$ cat src/rtl/icb_sram_slave_pkg.sv
`default_nettype none
// ============================================================================
// Module      : icb_sram_slave_pkg
// Description : Shared widths and FSM state encoding for the ICB SRAM slave.
// Revision    : 1.0 - initial release
// ============================================================================
package icb_sram_slave_pkg;

    localparam int c_icb_aw = 32;
    localparam int c_icb_dw = 32;
    localparam int c_icb_mw = 4;

    localparam logic [1:0] ST_IDLE = 2'd0;
    localparam logic [1:0] ST_LIVE = 2'd1;
    localparam logic [1:0] ST_HELD = 2'd2;

endpackage
`default_nettype wire

$ cat src/rtl/icb_rsp_hold.sv
`default_nettype none
// ============================================================================
// Module      : icb_rsp_hold
// Description : Response hold register and LIVE/HELD response data mux.
// Revision    : 1.0 - initial release
// ============================================================================
module icb_rsp_hold
    import icb_sram_slave_pkg::*;
(
    input  logic                clk,
    input  logic                rst,
    input  logic                capture,
    input  logic                sel_live,
    input  logic [c_icb_dw-1:0] live_rdata,
    input  logic                live_err,
    output logic [c_icb_dw-1:0] rsp_rdata,
    output logic                rsp_err
);

    logic [c_icb_dw-1:0] r_hold_rdata;
    logic                r_hold_err;

    always_ff @(posedge clk) begin
        if (rst) begin
            r_hold_rdata <= '0;
            r_hold_err   <= 1'b0;
        end else if (capture) begin
            r_hold_rdata <= live_rdata;
            r_hold_err   <= live_err;
        end
    end

    // Outside LIVE the hold register drives the bus, which reads 0 after reset.
    assign rsp_rdata = sel_live ? live_rdata : r_hold_rdata;
    assign rsp_err   = sel_live ? live_err   : r_hold_err;

endmodule
`default_nettype wire

$ cat src/rtl/icb_sram_slave.sv
`default_nettype none
// ============================================================================
// Module      : icb_sram_slave
// Description : ICB slave to 1-cycle-latency single-port SRAM bridge.
//               Define ICB_SRAM_ADDR_CHECK_EN to flag out-of-range accesses.
// Revision    : 1.0 - initial release
// ============================================================================
module icb_sram_slave
    import icb_sram_slave_pkg::*;
#(
    parameter int AW = 12
) (
    input  logic                clk,
    input  logic                rst,
    input  logic                icb_cmd_valid,
    output logic                icb_cmd_ready,
    input  logic [c_icb_aw-1:0] icb_cmd_addr,
    input  logic                icb_cmd_read,
    input  logic [c_icb_dw-1:0] icb_cmd_wdata,
    input  logic [c_icb_mw-1:0] icb_cmd_wmask,
    output logic                icb_rsp_valid,
    input  logic                icb_rsp_ready,
    output logic                icb_rsp_err,
    output logic [c_icb_dw-1:0] icb_rsp_rdata,
    output logic                sram_en,
    output logic [c_icb_mw-1:0] sram_we,
    output logic [AW-1:0]       sram_addr,
    output logic [c_icb_dw-1:0] sram_wdata,
    input  logic [c_icb_dw-1:0] sram_rdata
);

    logic [1:0]          r_state;
    logic [1:0]          w_state_nxt;
    logic                r_err;
    logic                w_acc;
    logic                w_rd_acc;
    logic                w_oor;
    logic                w_unused_addr;
    logic [c_icb_dw-1:0] w_live_rdata;

    assign icb_rsp_valid = (r_state != ST_IDLE);
    assign icb_cmd_ready = (r_state == ST_IDLE) | (icb_rsp_valid & icb_rsp_ready);
    assign w_acc         = icb_cmd_valid & icb_cmd_ready;
    assign w_rd_acc      = w_acc & icb_cmd_read;
    assign w_unused_addr = ^{icb_cmd_addr[c_icb_aw-1:AW+2], icb_cmd_addr[1:0]};

`ifdef ICB_SRAM_ADDR_CHECK_EN
    if (AW >= 27) begin : g_no_oor
        assign w_oor = 1'b0;
    end else begin : g_oor
        assign w_oor = |icb_cmd_addr[28:AW+2];
    end
`else
    assign w_oor = 1'b0;
`endif

    assign sram_en    = w_acc & ~w_oor;
    assign sram_we    = (sram_en & ~icb_cmd_read) ? icb_cmd_wmask : '0;
    assign sram_addr  = icb_cmd_addr[AW+1:2];
    assign sram_wdata = icb_cmd_wdata;

    always_comb begin
        w_state_nxt = r_state;
        case (r_state)
            ST_IDLE: w_state_nxt = w_rd_acc ? ST_LIVE : ST_IDLE;
            ST_LIVE, ST_HELD: begin
                if (icb_rsp_ready) begin
                    w_state_nxt = w_rd_acc ? ST_LIVE : ST_IDLE;
                end else begin
                    w_state_nxt = ST_HELD;
                end
            end
            default: w_state_nxt = ST_IDLE;
        endcase
    end

    always_ff @(posedge clk) begin
        if (rst) begin
            r_state <= ST_IDLE;
            r_err   <= 1'b0;
        end else begin
            r_state <= w_state_nxt;
            if (w_rd_acc) begin
                r_err <= w_oor;
            end
        end
    end

    // An out-of-range read never touched the SRAM, so its data is forced to 0.
    assign w_live_rdata = r_err ? '0 : sram_rdata;

    icb_rsp_hold u_rsp_hold (
        .clk        (clk),
        .rst        (rst),
        .capture    ((r_state == ST_LIVE) & ~icb_rsp_ready),
        .sel_live   (r_state == ST_LIVE),
        .live_rdata (w_live_rdata),
        .live_err   (r_err),
        .rsp_rdata  (icb_rsp_rdata),
        .rsp_err    (icb_rsp_err)
    );

endmodule
`default_nettype wire

$ cat config.mk
export PLATFORM = sky130hd
export DESIGN_NAME = icb_sram_slave
export DESIGN_NICKNAME = d
export VERILOG_FILES = /design/src/rtl/icb_sram_slave_pkg.sv /design/src/rtl/icb_rsp_hold.sv /design/src/rtl/icb_sram_slave.sv
export SDC_FILE = /design/constraint.sdc
export NUM_CORES = 1
export LEC_CHECK = 0
export ABC_AREA = 1
export CAP_MARGIN = 25
export CORE_MARGIN = 2
export CORE_UTILIZATION = 29
export CTS_CLUSTER_SIZE = 40
export DETAILED_ROUTE_END_ITERATION = 10
export MAX_ROUTING_LAYER = met4
export PLACE_DENSITY = 0.89
export SYNTH_ARGS = -nofsm -noshare
export SYNTH_HDL_FRONTEND = slang
export SYNTH_HIERARCHICAL = 1
export SYNTH_SLANG_ARGS = --single-unit
$ cat constraint.sdc
create_clock -name clk -period 1.2 [get_ports clk]
set_input_delay 0.12 -clock clk [delete_from_list [all_inputs] [get_ports clk]]
set_output_delay 0.12 -clock clk [all_outputs]
set_load 0.005 [all_outputs]
Yosys cells after proc, flatten, opt, wreduce, memory -nomap -nowiden
Index checks and enable logic that the tools add are counted.
{"block": "totals", "register_bits": 34, "input_bits": 105, "elab_cells": 20}
{"block": "op_classes", "eq_ne": 2, "muxes": 5, "n_bitwise": 8, "reduce_logical": 3}
{"operator": "32-bit two-way mux", "n": 1}
{"operator": "1-bit bitwise AND", "n": 5}
{"operator": "4-bit two-way mux", "n": 1}
{"operator": "2-bit case mux with 2 select lines", "n": 1}
{"operator": "2-bit by 1-bit equality test with 1-bit output, second input constant", "n": 1}
{"operator": "2-bit equality test, second input constant", "n": 1}
{"operator": "2-bit zero test", "n": 1}
{"operator": "2-bit two-way mux", "n": 1}
{"operator": "1-bit inverter", "n": 2}
{"operator": "2-bit nonzero test", "n": 1}
{"operator": "2-bit OR reduction", "n": 1}
{"operator": "1-bit two-way mux", "n": 1}
{"operator": "1-bit bitwise OR", "n": 1}

Logic depth before layout (Yosys ltp)
Gate-level depths: netlist (run 1).
{"block": "logic_depth", "word_depth": 8, "depth_mapped": 9, "mapped_depth_nobuf": 7}

By module
Netlist (run 1), hierarchy kept.
{"module": "icb_rsp_hold", "instances": 1, "cells_each": 282, "area_each_um2": 1679.1}
{"module": "icb_sram_slave", "instances": 1, "cells_each": 76, "area_each_um2": 519.2}

Worst setup path after synthesis (run 1)
No wires, ideal clock.
{"block": "synth_timing", "kind": "reg-to-reg", "from": "register r_state[1]", "to": "register u_rsp_hold.r_hold_rdata[12]", "arrival_time_ns": 1.108, "t_required_ns": 1.087, "setup_slack_ns": -0.021, "path_stages_with_launch": 10, "path_buffers": 2, "cell_sequence": "dfxtp_1 > inv_1 > ha_1 > inv_1 > nor2_1 > buf_4 > buf_6 > nand2_1 > nand2_1 > nor2_1"}
{"block": "synth_between", "elab_chain_len": 2}
{"element": "start, declared", "line_no": "icb_sram_slave.sv:32", "rtl": "logic [1:0] r_state;"}
{"element": "start signal, assigned", "line_no": "icb_sram_slave.sv:82", "rtl": "r_state <= w_state_nxt;"}
{"element": "2-bit by 1-bit equality test with 1-bit output", "line_no": "icb_sram_slave.sv:95", "rtl": ".capture ((r_state == ST_LIVE) & ~icb_rsp_ready),"}
{"element": "1-bit bitwise AND", "line_no": "icb_sram_slave.sv:95"}
{"element": "end signal, assigned", "line_no": "icb_rsp_hold.sv:28", "rtl": "r_hold_rdata <= live_rdata;"}
{"element": "end, declared", "line_no": "icb_rsp_hold.sv:20", "rtl": "logic [c_icb_dw-1:0] r_hold_rdata;"}
Every way passes these cells.
A chain may end at the register's enable or synchronous reset.

Worst setup path after layout (run 1)
{"block": "layout_timing", "from": "register r_state[1]", "to": "output icb_rsp_rdata[10]"}
{"block": "layout_between", "elab_chain_len": 2}
{"element": "2-bit by 1-bit equality test with 1-bit output", "line_no": "icb_sram_slave.sv:96", "rtl": ".sel_live (r_state == ST_LIVE),"}
{"element": "32-bit two-way mux", "line_no": "icb_rsp_hold.sv:34", "rtl": "assign rsp_rdata = sel_live ? live_rdata : r_hold_rdata;"}
{"element": "end, declared", "line_no": "icb_sram_slave.sv:24", "rtl": "output logic [c_icb_dw-1:0] icb_rsp_rdata,"}
Every way passes these cells.

==> results.md, run 1 <==
- Status: finished with violations
- Failing checks: negative setup slack
- Ys Warns: 6
- Slowest cell on the critical path: dfxtp_2
- Final setup fails: 74
- CTS tree: built
- Net count of the mapped netlist: 466
- Synth-to-Final Area Change: 91.0%
- GPL Wtd Cong: 0.747
- HPWL after detailed placement: 3.94 mm
- Die Footprint: 8290 µm²
- Dpl cell area: 3080 µm²
- Yosys reg bits: 35
- Crit path max fanout: 6
- Top cell family by delay on the critical path: buffers and inverters
- Clk slew on worst S/H paths: 80 ps
- DR vias: 2449
- Max incr delay on CP: 340 ps
- Root buf cell: clkbuf_8
- Core region area: 7290 µm²
- CP startpoint kind: flip-flop
- DRT antenna net count: 0
- CTS H-Tree Depth: 2
- Largest net degree at the start of global routing: 31
- Starting Density: 30.1%
- DR pass1 iterations: 4
- Chip width: 91.1 µm
- Number of library cell types mapped by synthesis: 14
- Fillers: 651
- Layout Nets: 564
- Num CTS Buffers: 5
- Clock sink count: 35
- Min Tclk post-route: 1620 ps
- Critical path buffers and inverters: 5
- Pre-CTS setup slack: -454 ps
- IO Port Bufs: 80
- GRT Overall Usage: 16.1%
- CP Cell Sequence: inv_2 > ha_4 > buf_12 > buf_16 > buf_12 > a21oi_2 > buf_2
- Leak Pwr: 2.06 nW
- Highest clock rate: 619 MHz
- Initial antenna violation count: 0
- Commonest non-fill, non-tap cells in the layout: nor2_1, inv_1, clkdlybuf4s50_1, buf_4, buf_2
- Synth Instances: 358
- Unrepaired setup endpoints after global routing: true
- Worst skew pair latency: 290 ps
- DR vias/cell: 4.40
- Routed wire per std cell: 14.0 µm
- Antenna diodes: 0
- Seq. cell area: 703 µm²
- CP Depth: 7
- First-pass GRT wire length: 10.7 mm
- Die H: 91.1 µm
- Power Density: 848 nW/µm²
- Drt drc: 0
- PnR worst setup slack: -415 ps
- CP Class: reg -> out
- R2R cell count: 11
- Max Buffers Root-to-Sink: 2
- Vias in the first global route: 2455
- Finished Core Util: 57.6%
- Multi-input logic area: 1500 µm²
- Worst setup EP type: output port
- Hold slack: 240 ps
- Hold_buf cts: 0
- Cell mode on critical path: buf_12
- Max_cap viols: 0
- Crit path arrival time: 1500 ps
- Most common cell after layout, fill and taps aside: nor2_1
- Initial drt markers: 60
- Max Slew Vio Count: 0
- IO Pins: 189
- Final Cell Area: 4200 µm²
- Max IR drop VDD: 0.393 mV
- Share of post-route cells with drive strength above 1: 54.0%
- Min-delay worst type: in -> out
- Skew final: 4.70 ps
- Worst path required time: 1080 ps
- Gr ovfl total: 0
- Sequential share of the synthesized area: 31.9%
- Post-Syn Area: 2200 µm²
- Hold Crit Depth: 0
- Final wirelength: 7.77 mm
- Syn Area/Cell: 6.14 µm²
- Final Hold Violating Endpoints: 0
- # rows: 31
- Final Cycle Share: 135%
-- worst reg2reg max path, cell delays in order (launching register included) --
cell and delay (ps):
dfxtp_2 330, inv_2 70, ha_4 160, buf_12 150
buf_16 140, inv_4 40, nor2_4 120, buf_12 160
clkbuf_16 170, nand2_2 50, nand2_1 50, nor2_1 40
-- where the power goes --
| part | total, mW | internal (mW) | switching (mW) |
|---|---|---|---|
| logic | 1.03 | 0.570 | 0.455 |
| clock network | 1.29 | 0.829 | 0.463 |
| registers | 1.24 | 1.20 | 0.0384 |
| total | 3.56 | 2.60 | 0.957 |
-- Yosys cell counts, drive strengths merged --
cell | n | share of area (%)
inv | 46 | 7.9
nor2 | 107 | 18
conb | 1 | 0.17
nand3 | 2 | 0.68
ha | 3 | 1.7
nand2 | 70 | 12
buf | 61 | 20
a21oi | 33 | 7.5
dfxtp | 35 | 32
-- final timing paths --
check	startpoint	endpoint	slack (ps)
max	r_state[1]	icb_rsp_rdata[10]	-420
min	icb_cmd_addr[13]	sram_addr[11]	240
max reg2reg	r_state[1]	u_rsp_hold/r_hold_rdata[22]	-370
min reg2reg	u_rsp_hold/r_hold_rdata[29]	u_rsp_hold/r_hold_rdata[29]	470
-- area by class of cell --
cell class	instances	share of cell area [%]
Multi-Input combinational cell	216	35.7
Clock buffer	5	1.64
Inverter	46	4.23
Timing Repair Buffer	152	37.1
Clock inverter	3	1.61
Tap cell	99	2.95
Sequential cell	35	16.7
-- what timing repair did --
| action | CTS | global route |
|---|---|---|
| buffers inserted | 9 | 7 |
| resized for setup | 203 | 147 |
| endpoints found under the setup margin | 73 | 74 |
| endpoints found under the hold margin | 0 | 0 |
| pin swaps | 6 | 51 |
| gates cloned | 5 | 12 |
-- metal layers --
layer	wire, µm	track usage (%)
met5	0	-
met3	352	3.49
met2	4240	29.7
met4	207	7.70
met1	2970	15.9
-- kinds of logic (layout without fill, tap and decap cells) --
logic type	after synthesis	after routing	share of synthesized area (%)
buffers and inverters	107	206	27.7
adder cells (fa/ha/maj)	3	3	1.71
AND/OR/NAND/NOR	179	179	31.0
AO/OA/AOI/OAI	33	33	7.51
other	1	1	0.171
flip-flops	35	35	31.9
-- stage by stage --
stage	instances	TNS, ps	total power [mW]
2_1_floorplan	358	0	1.65
3_3_place_gp	517	-23070	1.97
3_5_place_dp	517	-25970	1.99
4_1_cts	538	-24150	3.36
5_1_grt	556	-30110	3.72
6_report	556	-25480	3.56
-- state kept, by name, summed over array words and instances (netlist names) --
| register | flops |
|---|---|
| u_rsp_hold/r_hold_err | 1 |
| r_state | 2 |
| u_rsp_hold/r_hold_rdata | 32 |
Power figures use the tool's default switching activity.
==> run 2: changes to the inputs <==
--- a/config.mk
+++ b/config.mk
@@ -13,6 +13,8 @@
 export DETAILED_ROUTE_END_ITERATION = 10
 export MAX_ROUTING_LAYER = met4
 export PLACE_DENSITY = 0.89
+export REMOVE_ABC_BUFFERS = 1
+export SKIP_LAST_GASP = 1
 export SYNTH_ARGS = -nofsm -noshare
 export SYNTH_HDL_FRONTEND = slang
 export SYNTH_HIERARCHICAL = 1
==> run 2 against run 1 <==
The flow still finishes with violations (negative setup slack). Sequential share of layout area decreased by 0.51 points. First-iteration DRC count up 23%. Non-clock buffer count up 7. Clock power shrank 26%. Critical path type unchanged.
==> results.md, run 2 (synthesis results as in run 1) <==
- Status: finished with violations
- Failing checks: negative setup slack
- Num CTS Buffers: 5 (unchanged)
- Skew final: 9.06 ps (+4.36 ps)
- Initial antenna violation count: 0 (unchanged)
- CP Class: reg -> out
- Power Density: 760 nW/µm² (-10%)
- Placed cells: 516 (-0.19%)
- CTS tree: built
- Leak Pwr: 2.06 nW (+0.11%)
- Crit path max fanout: 4 (-2)
- Core region area: 7290 µm² (unchanged)
- Worst R2R Setup Slack: -400 ps (-30 ps)
- # rows: 31 (unchanged)
- GRT Overall Usage: 24.9% (+8.9 points)
- Routed wire per std cell: 19.4 µm (+39%)
- Hold Crit Depth: 0 (unchanged)
- Max IR drop VDD: 0.436 mV (+11%)
- Antenna diodes: 0 (unchanged)
- Starting Density: 30.1% (unchanged)
- Hold Crit Start: icb_cmd_addr[7]
- Worst skew pair latency: 290 ps (about the same)
- Die H: 91.1 µm (unchanged)
- Hold_buf cts: 0 (unchanged)
- Largest net degree at the start of global routing: 34 (+9.7%)
- Gr ovfl total: 0 (unchanged)
- Largest register FFs: 32 (unchanged)
- DRT antenna net count: 0 (unchanged)
- CP startpoint kind: flip-flop
- Top flop regs: u_rsp_hold/r_hold_rdata x32, r_state x2, u_rsp_hold/r_hold_err x1
- Reg with most FFs: u_rsp_hold/r_hold_rdata
- R2R cell count: 11 (unchanged)
- Clock sink count: 35 (unchanged)
- IO Pins: 189 (unchanged)
- Finished Core Util: 59.4% (+1.8 points)
- Highest clock rate: 611 MHz (-1.4%)
- Clk slew on worst S/H paths: 70 ps (about the same)
- Final setup fails: 74 (unchanged)
- IO Port Bufs: 80 (unchanged)
- Hold endpoint: sram_addr[5]
- DR vias: 2667 (+8.9%)
- Root buf cell: clkbuf_8
- Worst r2r dst: u_rsp_hold/r_hold_rdata[17]
- Final Cycle Share: 136% (+1.9 points)
- Min-delay worst type: in -> out
- Most common cell after layout, fill and taps aside: nor2_1
- Vias in the first global route: 2602 (+6.0%)
- Max Buffers Root-to-Sink: 2 (unchanged)
- CTS H-Tree Depth: 2 (unchanged)
- Reg2reg start: r_state[1]
- Commonest non-fill, non-tap cells in the layout: nor2_1, inv_1, clkdlybuf4s50_1
- Final wirelength: 10.9 mm (+41%)
- Fillers: 618 (-5.1%)
- Max Slew Vio Count: 0 (unchanged)
- Max_cap viols: 0 (unchanged)
- PnR worst setup slack: -438 ps (-22.5 ps)
- Layout Nets: 571 (+1.2%)
- DR vias/cell: 4.74 (+7.5%)
- First-pass GRT wire length: 15.0 mm (+41%)
- Min Tclk post-route: 1640 ps (+22.5 ps)
- DR pass1 iterations: 4 (unchanged)
- Chip width: 91.1 µm (unchanged)
- Die Footprint: 8290 µm² (unchanged)
- Drt drc: 0 (unchanged)
- GPL Wtd Cong: 0.808 (+8.2%)
- Final Hold Violating Endpoints: 0 (unchanged)
- Unrepaired setup endpoints after global routing: true
- Share of post-route cells with drive strength above 1: 55.6% (+1.6 points)
- Synth-to-Final Area Change: 97.0%
- Worst path required time: 1080 ps (about the same)
- HPWL after detailed placement: 6.25 mm (+59%)
- Final cell count without fillers: 563 (+1.3%)
- Crit path arrival time: 1520 ps (+20 ps)
- Initial drt markers: 74 (+23%)
- Worst setup EP type: output port
run 2: changes by cell type in the layout (fill, tap and decap cells not counted), sizes merged:
cell and change:
buf +15, clkbuf -5, bufinv -2, clkinvlp -1
run 2: area by class of cell:
| cell class | instances | area, µm² | area share [%] |
|---|---|---|---|
| clock buffer | 8 | 100 | 2.31 |
| tap | 99 | 124 | 2.86 |
| timing repair buffer | 159 | 1710 | 39.5 |
| multi-input combinational | 216 | 1510 | 34.9 |
| sequential | 35 | 703 | 16.2 |
| inverter | 46 | 180 | 4.16 |
run 2: worst max path at each step:
stage	endpoint	cells past startpoint	slack (ps)	from
2_1_floorplan	u_rsp_hold/r_hold_err	7	-2900	r_state[1]
3_3_place_gp	icb_rsp_rdata[12]	6	-400	r_state[1]
3_5_place_dp	icb_rsp_rdata[7]	6	-480	r_state[1]
4_1_cts	icb_rsp_rdata[14]	7	-440	r_state[1]
5_1_grt	u_rsp_hold/r_hold_rdata[25]	11	-480	r_state[1]
6_report	icb_rsp_rdata[14]	7	-440	r_state[1]
run 2: through the flow:
stage | setup TNS (ps) | power, mW | hold slack (ps) | cell area (µm²) | worst slack, ps
floorplan | -119800 | 1.51 | 192 | 1760 | -2900
global placement | -24710 | 1.95 | 240 | 3030 | -395
detailed placement | -27840 | 1.98 | 240 | 3030 | -475
CTS | -27100 | 3.20 | 240 | 4100 | -443
global route | -31230 | 3.43 | 240 | 4330 | -478
finish | -27190 | 3.29 | 240 | 4330 | -438
run 2: report_power, final:
group | internal, mW | switching (mW) | total (mW)
Sequential | 1.20 | 0.0504 | 1.25
Combinational | 0.619 | 0.467 | 1.09
Clock | 0.524 | 0.427 | 0.951
Total | 2.35 | 0.945 | 3.29
run 2: repair_timing:
action / CTS / global route
setup endpoints to repair: 73 / 74
gates resized for setup: 290 / 95
buffers inserted: 23 / 5
pin swaps: 65 / 39
cloned: 16 / 3
run 2: routing by layer:
metal / part of all wire (%) / vias up / track usage, %
li1: - / 1226 / -
met1: 31 / 1243 / 22.2
met2: 48 / 175 / 40.2
met3: 19 / 23 / 22.4
met4: 2.0 / 0 / 4.17
met5: 0 / - / -
run 2: critical path, stage by stage, from the launching register on:
cell,delay [ps]
dfxtp_2,330
inv_2,70
ha_4,170
buf_6,150
clkbuf_16,140
nor2_2,30
a21oi_1,170
buf_2,160
